File: src/rtl/mand_pkg.sv
// Shared constants and FSM encoding for the Mandelbrot pixel scheduler.
// Coordinates are Q7.20 signed; iteration counts are 32-bit signed.
package mand_pkg;

  localparam int Q_W    = 27;
  localparam int Q_FRAC = 20;
  localparam int ITER_W = 32;

  localparam logic signed [ITER_W-1:0] ITER_CONV = -32'sd1;

  typedef enum logic [1:0] {
    S_IDLE = 2'd0,
    S_LOAD = 2'd1,
    S_RUN  = 2'd2,
    S_EMIT = 2'd3
  } state_t;

endpackage

File: src/rtl/mand_coord_stepper.sv
// Pixel counters and c accumulators, stepped in row-major order.
// c is updated by add/subtract only, wrapping at 27 bits.
module mand_coord_stepper
  import mand_pkg::*;
#(
  parameter int WIDTH  = 640,
  parameter int HEIGHT = 480
) (
  input  logic                  clock,
  input  logic                  reset,
  input  logic                  init,
  input  logic                  advance,
  input  logic signed [Q_W-1:0] x0,
  input  logic signed [Q_W-1:0] y0,
  input  logic signed [Q_W-1:0] step,
  output logic [15:0]           x,
  output logic [15:0]           y,
  output logic signed [Q_W-1:0] c_re,
  output logic signed [Q_W-1:0] c_im,
  output logic                  last_pixel
);

  logic [15:0]           x_q, x_d;
  logic [15:0]           y_q, y_d;
  logic signed [Q_W-1:0] re_q, re_d;
  logic signed [Q_W-1:0] im_q, im_d;
  logic                  last_x;
  logic                  last_y;

  assign last_x     = (x_q == 16'(WIDTH - 1));
  assign last_y     = (y_q == 16'(HEIGHT - 1));
  assign last_pixel = last_x && last_y;

  // Next coordinate: reload on init, otherwise step along the row or wrap.
  always_comb begin
    x_d  = x_q;
    y_d  = y_q;
    re_d = re_q;
    im_d = im_q;
    if (init) begin
      x_d  = '0;
      y_d  = '0;
      re_d = x0;
      im_d = y0;
    end else if (advance) begin
      if (!last_x) begin
        x_d  = x_q + 16'd1;
        re_d = re_q + step;
      end else if (!last_y) begin
        x_d  = '0;
        y_d  = y_q + 16'd1;
        re_d = x0;
        im_d = im_q - step;
      end
    end
  end

  // Coordinate state registers.
  always_ff @(posedge clock) begin
    if (reset) begin
      x_q  <= '0;
      y_q  <= '0;
      re_q <= '0;
      im_q <= '0;
    end else begin
      x_q  <= x_d;
      y_q  <= y_d;
      re_q <= re_d;
      im_q <= im_d;
    end
  end

  assign x    = x_q;
  assign y    = y_q;
  assign c_re = re_q;
  assign c_im = im_q;

endmodule

File: src/rtl/mand_scheduler.sv
// Walks a frame pixel by pixel, restarting the solver for each c
// and handing its iteration count out on a valid/ready port.
module mand_scheduler
  import mand_pkg::*;
#(
  parameter int WIDTH  = 640,
  parameter int HEIGHT = 480
) (
  input  logic                     clock,
  input  logic                     reset,
  input  logic                     start,
  input  logic signed [Q_W-1:0]    x0,
  input  logic signed [Q_W-1:0]    y0,
  input  logic signed [Q_W-1:0]    step,
  output logic                     solver_reset,
  output logic signed [Q_W-1:0]    solver_c_re,
  output logic signed [Q_W-1:0]    solver_c_im,
  input  logic                     solver_ready,
  input  logic signed [ITER_W-1:0] solver_out,
  output logic                     res_valid,
  input  logic                     res_ready,
  output logic [15:0]              res_x,
  output logic [15:0]              res_y,
  output logic signed [ITER_W-1:0] res_iter,
  output logic                     busy,
  output logic                     done
);

  state_t                  state_q;
  logic signed [Q_W-1:0]   x0_q, y0_q, step_q;
  logic                    first_q;
  logic                    sreset_q;
  logic                    valid_q;
  logic                    busy_q;
  logic                    done_q;
  logic [15:0]             rx_q, ry_q;
  logic signed [ITER_W-1:0] iter_q;

  logic                    init;
  logic                    advance;
  logic                    last_pixel;
  logic [15:0]             cur_x, cur_y;
  logic signed [Q_W-1:0]   op_x0, op_y0, op_step;

  assign init    = (state_q == S_IDLE) && start;
  assign advance = (state_q == S_EMIT) && res_ready && !last_pixel;

  // At init the fresh operands are used; afterwards the latched copies.
  assign op_x0   = init ? x0   : x0_q;
  assign op_y0   = init ? y0   : y0_q;
  assign op_step = init ? step : step_q;

  mand_coord_stepper #(
    .WIDTH  (WIDTH),
    .HEIGHT (HEIGHT)
  ) u_step (
    .clock      (clock),
    .reset      (reset),
    .init       (init),
    .advance    (advance),
    .x0         (op_x0),
    .y0         (op_y0),
    .step       (op_step),
    .x          (cur_x),
    .y          (cur_y),
    .c_re       (solver_c_re),
    .c_im       (solver_c_im),
    .last_pixel (last_pixel)
  );

  // Pixel FSM with all status and result outputs registered.
  always_ff @(posedge clock) begin
    if (reset) begin
      state_q  <= S_IDLE;
      x0_q     <= '0;
      y0_q     <= '0;
      step_q   <= '0;
      first_q  <= 1'b0;
      sreset_q <= 1'b0;
      valid_q  <= 1'b0;
      busy_q   <= 1'b0;
      done_q   <= 1'b0;
      rx_q     <= '0;
      ry_q     <= '0;
      iter_q   <= '0;
    end else begin
      done_q <= 1'b0;
      unique case (state_q)
        S_IDLE: begin
          if (start) begin
            x0_q     <= x0;
            y0_q     <= y0;
            step_q   <= step;
            sreset_q <= 1'b1;
            busy_q   <= 1'b1;
            state_q  <= S_LOAD;
          end
        end
        S_LOAD: begin
          sreset_q <= 1'b0;
          first_q  <= 1'b1;
          state_q  <= S_RUN;
        end
        S_RUN: begin
          first_q <= 1'b0;
          if (!first_q && solver_ready) begin
            iter_q  <= solver_out;
            rx_q    <= cur_x;
            ry_q    <= cur_y;
            valid_q <= 1'b1;
            state_q <= S_EMIT;
          end
        end
        S_EMIT: begin
          if (res_ready) begin
            valid_q <= 1'b0;
            if (last_pixel) begin
              busy_q  <= 1'b0;
              done_q  <= 1'b1;
              state_q <= S_IDLE;
            end else begin
              sreset_q <= 1'b1;
              state_q  <= S_LOAD;
            end
          end
        end
        default: state_q <= S_IDLE;
      endcase
    end
  end

  assign solver_reset = sreset_q;
  assign res_valid    = valid_q;
  assign res_x        = rx_q;
  assign res_y        = ry_q;
  assign res_iter     = iter_q;
  assign busy         = busy_q;
  assign done         = done_q;

endmodule

File: config.mk
export PLATFORM = sky130hd
export DESIGN_NAME = mand_scheduler
export DESIGN_NICKNAME = d
export VERILOG_FILES = /design/src/rtl/mand_pkg.sv /design/src/rtl/mand_coord_stepper.sv /design/src/rtl/mand_scheduler.sv
export SDC_FILE = /design/constraint.sdc
export NUM_CORES = 1
export LEC_CHECK = 0
export CORE_ASPECT_RATIO = 0.75
export CORE_MARGIN = 3
export CORE_UTILIZATION = 40
export CTS_CLUSTER_DIAMETER = 60
export DETAILED_ROUTE_END_ITERATION = 8
export GPL_TIMING_DRIVEN = 0
export PLACE_DENSITY = 0.65
export SYNTH_ARGS = -nofsm -noshare
export SYNTH_HDL_FRONTEND = slang
export SYNTH_SLANG_ARGS = --single-unit
export TNS_END_PERCENT = 50
File: constraint.sdc
create_clock -name clock -period 5.88 [get_ports clock]
set_input_delay 1.764 -clock clock [delete_from_list [all_inputs] [get_ports clock]]
set_output_delay 1.764 -clock clock [all_outputs]
set_load 0.01 [all_outputs]
==> out/summary.log <==
INFO  timing         fin_crit=5680ps
INFO  drt            ant_nets=0
INFO  worst_setup_path timing.rr.end=u_step.c_re[23]$_SDFFE_PP0P_
INFO  worst_hold_path worst_hold_path.endpoint=res_y[8]$_SDFFE_PP0P_
INFO  worst_setup_path crit_required=6290ps
INFO  logic_synthesis postSynthNetCount=1578
INFO  finish         final_net_count=1841
INFO  worst_setup_path ff_to_ff_path_depth=18
INFO  clock_network  worstSkewPairLatency=510ps
INFO  logic_synthesis synth_enable_flop_cells=0
INFO  grt            antenna_found_initial=0
INFO  drt            avgRoutedWirePerCell=19.2um
INFO  finish         syn_to_final_growth=33.0%
INFO  clock_network  cts_made_buffers=22
INFO  timing         worst_clock_skew=13.9ps
INFO  placed_design  dp.final_hpwl=29300um
INFO  worst_hold_path hold_class=flip-flop to flip-flop
INFO  logic_synthesis synth_area_per_cell=7.91squm
INFO  timing         timing_hold_violations_final=0
INFO  drt            finalWirelength=38600um
INFO  worst_hold_path hold_path_depth=2
INFO  status         status=finished clean
INFO  finish         n_antenna_cell=0
INFO  clock_network  post_cts_hold_buffer_count=0
INFO  floorplanning  core=26500squm
INFO  worst_setup_path critPathKind=primary input to flip-flop
INFO  timing         timing.slew.headroom=0.351
INFO  timing         timing.final.setup_violations=0
INFO  logic_synthesis post_synth_cell_types=66
INFO  finish         post_route_cells_drive_above_1_share=0.0425
INFO  logic_synthesis yosys.area_share.adder=0.0763
INFO  grt            grt_remaining_overflow=0
INFO  grt            grt_max_degree=15
INFO  logic_synthesis synth_top_family_by_area=simple AND/OR/NAND/NOR gates
INFO  finish         final_common_cell=nand2_1
INFO  placed_design  dpl_cell_area=13800squm
INFO  clock_network  clock-root-buffer=clkbuf_16
INFO  worst_setup_path crit_path_cell_trace=clkdlybuf4s50_1 -> nand2_2 -> clkbuf_1 -> clkbuf_2 -> nand2_1 -> nand2_1 -> ha_1 -> a211o_1 -> a2111oi_4 -> o21bai_2 -> a211o_1 -> a31o_4 -> a211oi_4 -> o21bai_1 -> xnor2_1 -> a221oi_1
INFO  finish         num-fill-cells=2522
INFO  logic_synthesis synth-seq-cells=211
INFO  worst_setup_path worst_path_dominant_cell_family=compound AO/OA/AOI/OAI gates
INFO  logic_synthesis post_synth_and_or_nand_nor_area_fraction=0.213
INFO  worst_setup_path cp.buffers_inverters=3
INFO  timing         worstMarginPinSlew=973ps
INFO  pwr            total_leakage_power=5.76nW
INFO  drt            route.vias.total=11200
INFO  drt            via_per_inst=5.53
INFO  logic_synthesis synth_flop_cell=dfxtp_1
INFO  pwr            power_density=416nW/um^2
INFO  floorplanning  dieHeight=150um
INFO  logic_synthesis yosysSeqAreaShare=0.383
INFO  clock_network  clk_transition_reported_paths=60ps
INFO  placed_design  dp_cell_count=1977
INFO  timing         final.period_utilization=0.966
INFO  worst_setup_path worst_path_largest_cell_delay=520ps
INFO  logic_synthesis yosys.area_share.xor_xnor=0.0501
INFO  clock_network  htree_levels=1
INFO  pwr            peakVddDrop=0.000221V
INFO  timing         finalMaxSlewViolations=0
INFO  grt            grt.total_usage=0.252
INFO  floorplanning  start_util=0.415
INFO  logic_synthesis synth-compound-area-share=0.208
INFO  finish         final_cell_count_no_fill=2016
INFO  logic_synthesis synthCells=1394
INFO  floorplanning  die_area=29600squm
INFO  grt            grt_pass1_vias=10500
INFO  grt            global_route_wire_length_before_repair=59000um
INFO  logic_synthesis ys_warn_count=0
INFO  worst_setup_path worstPathArrival=6090ps
INFO  floorplanning  rows=51
INFO  clock_network  clk_path_buf_depth=3
INFO  finish         fin_area=14700squm
INFO  floorplanning  ioPinCount=240
INFO  placed_design  gp_congestion=0.946
INFO  drt            detailedRoute.firstPassIterationCount=7
INFO  drt            post-route-drc-count=0
INFO  run            number_of_max_cap_violations=0
INFO  logic_synthesis synthMuxAreaShare=0.0291
INFO  worst_setup_path timing.critical_path.fanout_max=10
INFO  logic_synthesis ys_async_sr_fraction=0
INFO  worst_setup_path startpoint_type=primary input
INFO  finish         final_cell_mix=nand2_1 (293), clkdlybuf4s50_1 (239), dfxtp_1 (211), a21oi_1 (162), nor2_1 (135)
INFO  timing         maximum_frequency_from_static_timing_analysis=0.176GHz
INFO  worst_setup_path r2r_slack=1170ps
INFO  logic_synthesis post_synth_instance_area=11000squm
INFO  clock_network  post_cts_buffers=0
INFO  clock_network  clock-sinks=211
INFO  clock_network  clock_tree_from_tritoncts=yes
INFO  worst_setup_path r2r-start=state_q[0]$_SDFFE_PP0P_
INFO  floorplanning  die_x=198um
INFO  worst_hold_path min_from=res_y[8]$_SDFFE_PP0P_
INFO  worst_setup_path crit_path_capture_type=flip-flop
INFO  placed_design  port-buffer-count=239
INFO  worst_setup_path crit_slowest_cell=clkdlybuf4s50_1
INFO  timing         hold_slack=453ps
INFO  timing         grt_setup_unrepaired=no
INFO  drt            drt_iter0_drc=912
-- Yosys cell counts, types with 5 or more instances --
| master | n | area [sq um] |
|---|---|---|
| a211o_1 | 5 | 43.8 |
| o21a_1 | 7 | 52.6 |
| a31oi_1 | 12 | 75.1 |
| nor2_1 | 135 | 507 |
| inv_1 | 44 | 165 |
| nand2b_1 | 14 | 87.6 |
| a21oi_1 | 162 | 811 |
| nand4_1 | 7 | 43.8 |
| nand3_1 | 23 | 115 |
| ha_1 | 64 | 801 |
| and3_1 | 12 | 75.1 |
| nand2_1 | 294 | 1100 |
| clkbuf_1 | 55 | 206 |
| mux2i_1 | 32 | 320 |
| o21ai_0 | 47 | 235 |
| o22ai_1 | 13 | 81.3 |
| a21o_1 | 16 | 120 |
| a311oi_1 | 17 | 149 |
| dfxtp_1 | 211 | 4220 |
| xor2_1 | 34 | 298 |
| a211oi_1 | 19 | 143 |
| or3_1 | 10 | 62.6 |
| o211ai_1 | 22 | 165 |
| nor2b_1 | 10 | 62.6 |
| xnor2_1 | 29 | 254 |
| o21bai_1 | 6 | 45.0 |
| nor3_1 | 16 | 80.1 |
| buf_1 | 15 | 56.3 |
-- kinds of logic (layout without fill, tap and decap cells) --
family	Yosys count	in the layout
AO/OA/AOI/OAI	362	362
AND/OR/NAND/NOR	543	543
XOR/XNOR	63	63
multiplexers	32	32
buffers and inverters	117	395
flip-flops	211	211
adder cells (fa/ha/maj)	66	66
-- registers in the layout (all words and copies together) (netlist names) --
signal	cells
busy	1
done	1
first_q	1
res_iter	32
res_valid	1
res_x	16
res_y	16
solver_reset	1
state_q	2
step_q	27
u_step.c_im	27
u_step.c_re	27
u_step.x	16
u_step.y	16
x0_q	27
-- power breakdown --
part           total (mW)  internal (mW)  switching, mW
registers            1.81           1.64          0.170
clock network        1.46          0.865          0.599
logic                2.83           1.18           1.65
total                6.10           3.68           2.42
-- how the worst max path moves through the flow --
stage	start	to	slack (ps)	cells past startpoint
global route	start	u_step.c_re[23]$_SDFFE_PP0P_	20	15
global placement	start	u_step.c_re[24]$_SDFFE_PP0P_	-880	15
finish	start	u_step.c_re[23]$_SDFFE_PP0P_	200	16
CTS	start	u_step.c_re[23]$_SDFFE_PP0P_	-4	15
floorplan	start	u_step.c_re[23]$_SDFFE_PP0P_	510	14
detailed placement	start	u_step.c_re[24]$_SDFFE_PP0P_	-910	15
-- routing by layer --
metal  global-route usage  vias to the layer above  routed length [um]
li1                     -                     5371                   -
met1                0.373                     5241               18100
met2                0.377                      474               16200
met3               0.0502                       70                3470
met4               0.0573                        0                 928
met5                    0                        -                   0
-- final cells by class --
type | instances | area [sq um] | area share
clock buffer | 31 | 656 | 0.0447
timing repair buffer | 239 | 2390 | 0.163
clock inverter | 8 | 97.6 | 0.00666
tap | 344 | 430 | 0.0294
inverter | 44 | 165 | 0.0113
sequential | 211 | 4220 | 0.288
multi-input combinational | 1066 | 6400 | 0.437
buffer | 73 | 290 | 0.0198
-- metrics by stage --
step / worst slack, ps / total power [mW] / setup TNS [ps] / utilization
CTS: -3.82 / 6.05 / -3.82 / 0.551
global route: 16.5 / 6.48 / 0 / 0.552
detailed placement: -912 / 4.57 / -17390 / 0.521
floorplan: 511 / 3.64 / 0 / -
global placement: -876 / 4.53 / -15960 / 0.521
finish: 200 / 6.10 / 0 / 0.552
-- worst reg2reg max path: stages, from the launching register on --
cell and delay [ps]:
dfxtp_1 390, inv_1 120, ha_1 250, and2_1 160, clkbuf_1 140, clkbuf_2 260
buf_2 290, nand2_1 120, nand2_1 150, ha_1 280, a211o_1 320, a2111oi_4 440
o21bai_2 150, a211o_1 390, a31o_4 280, a211oi_4 310, o21bai_1 140, xnor2_1 160
a221oi_1 240
-- what timing repair did --
item                       CTS  global route
setup endpoints to repair   18            14
gates resized for setup     10             9
gates cloned                 0             0
(Power assumes the default switching activity.)
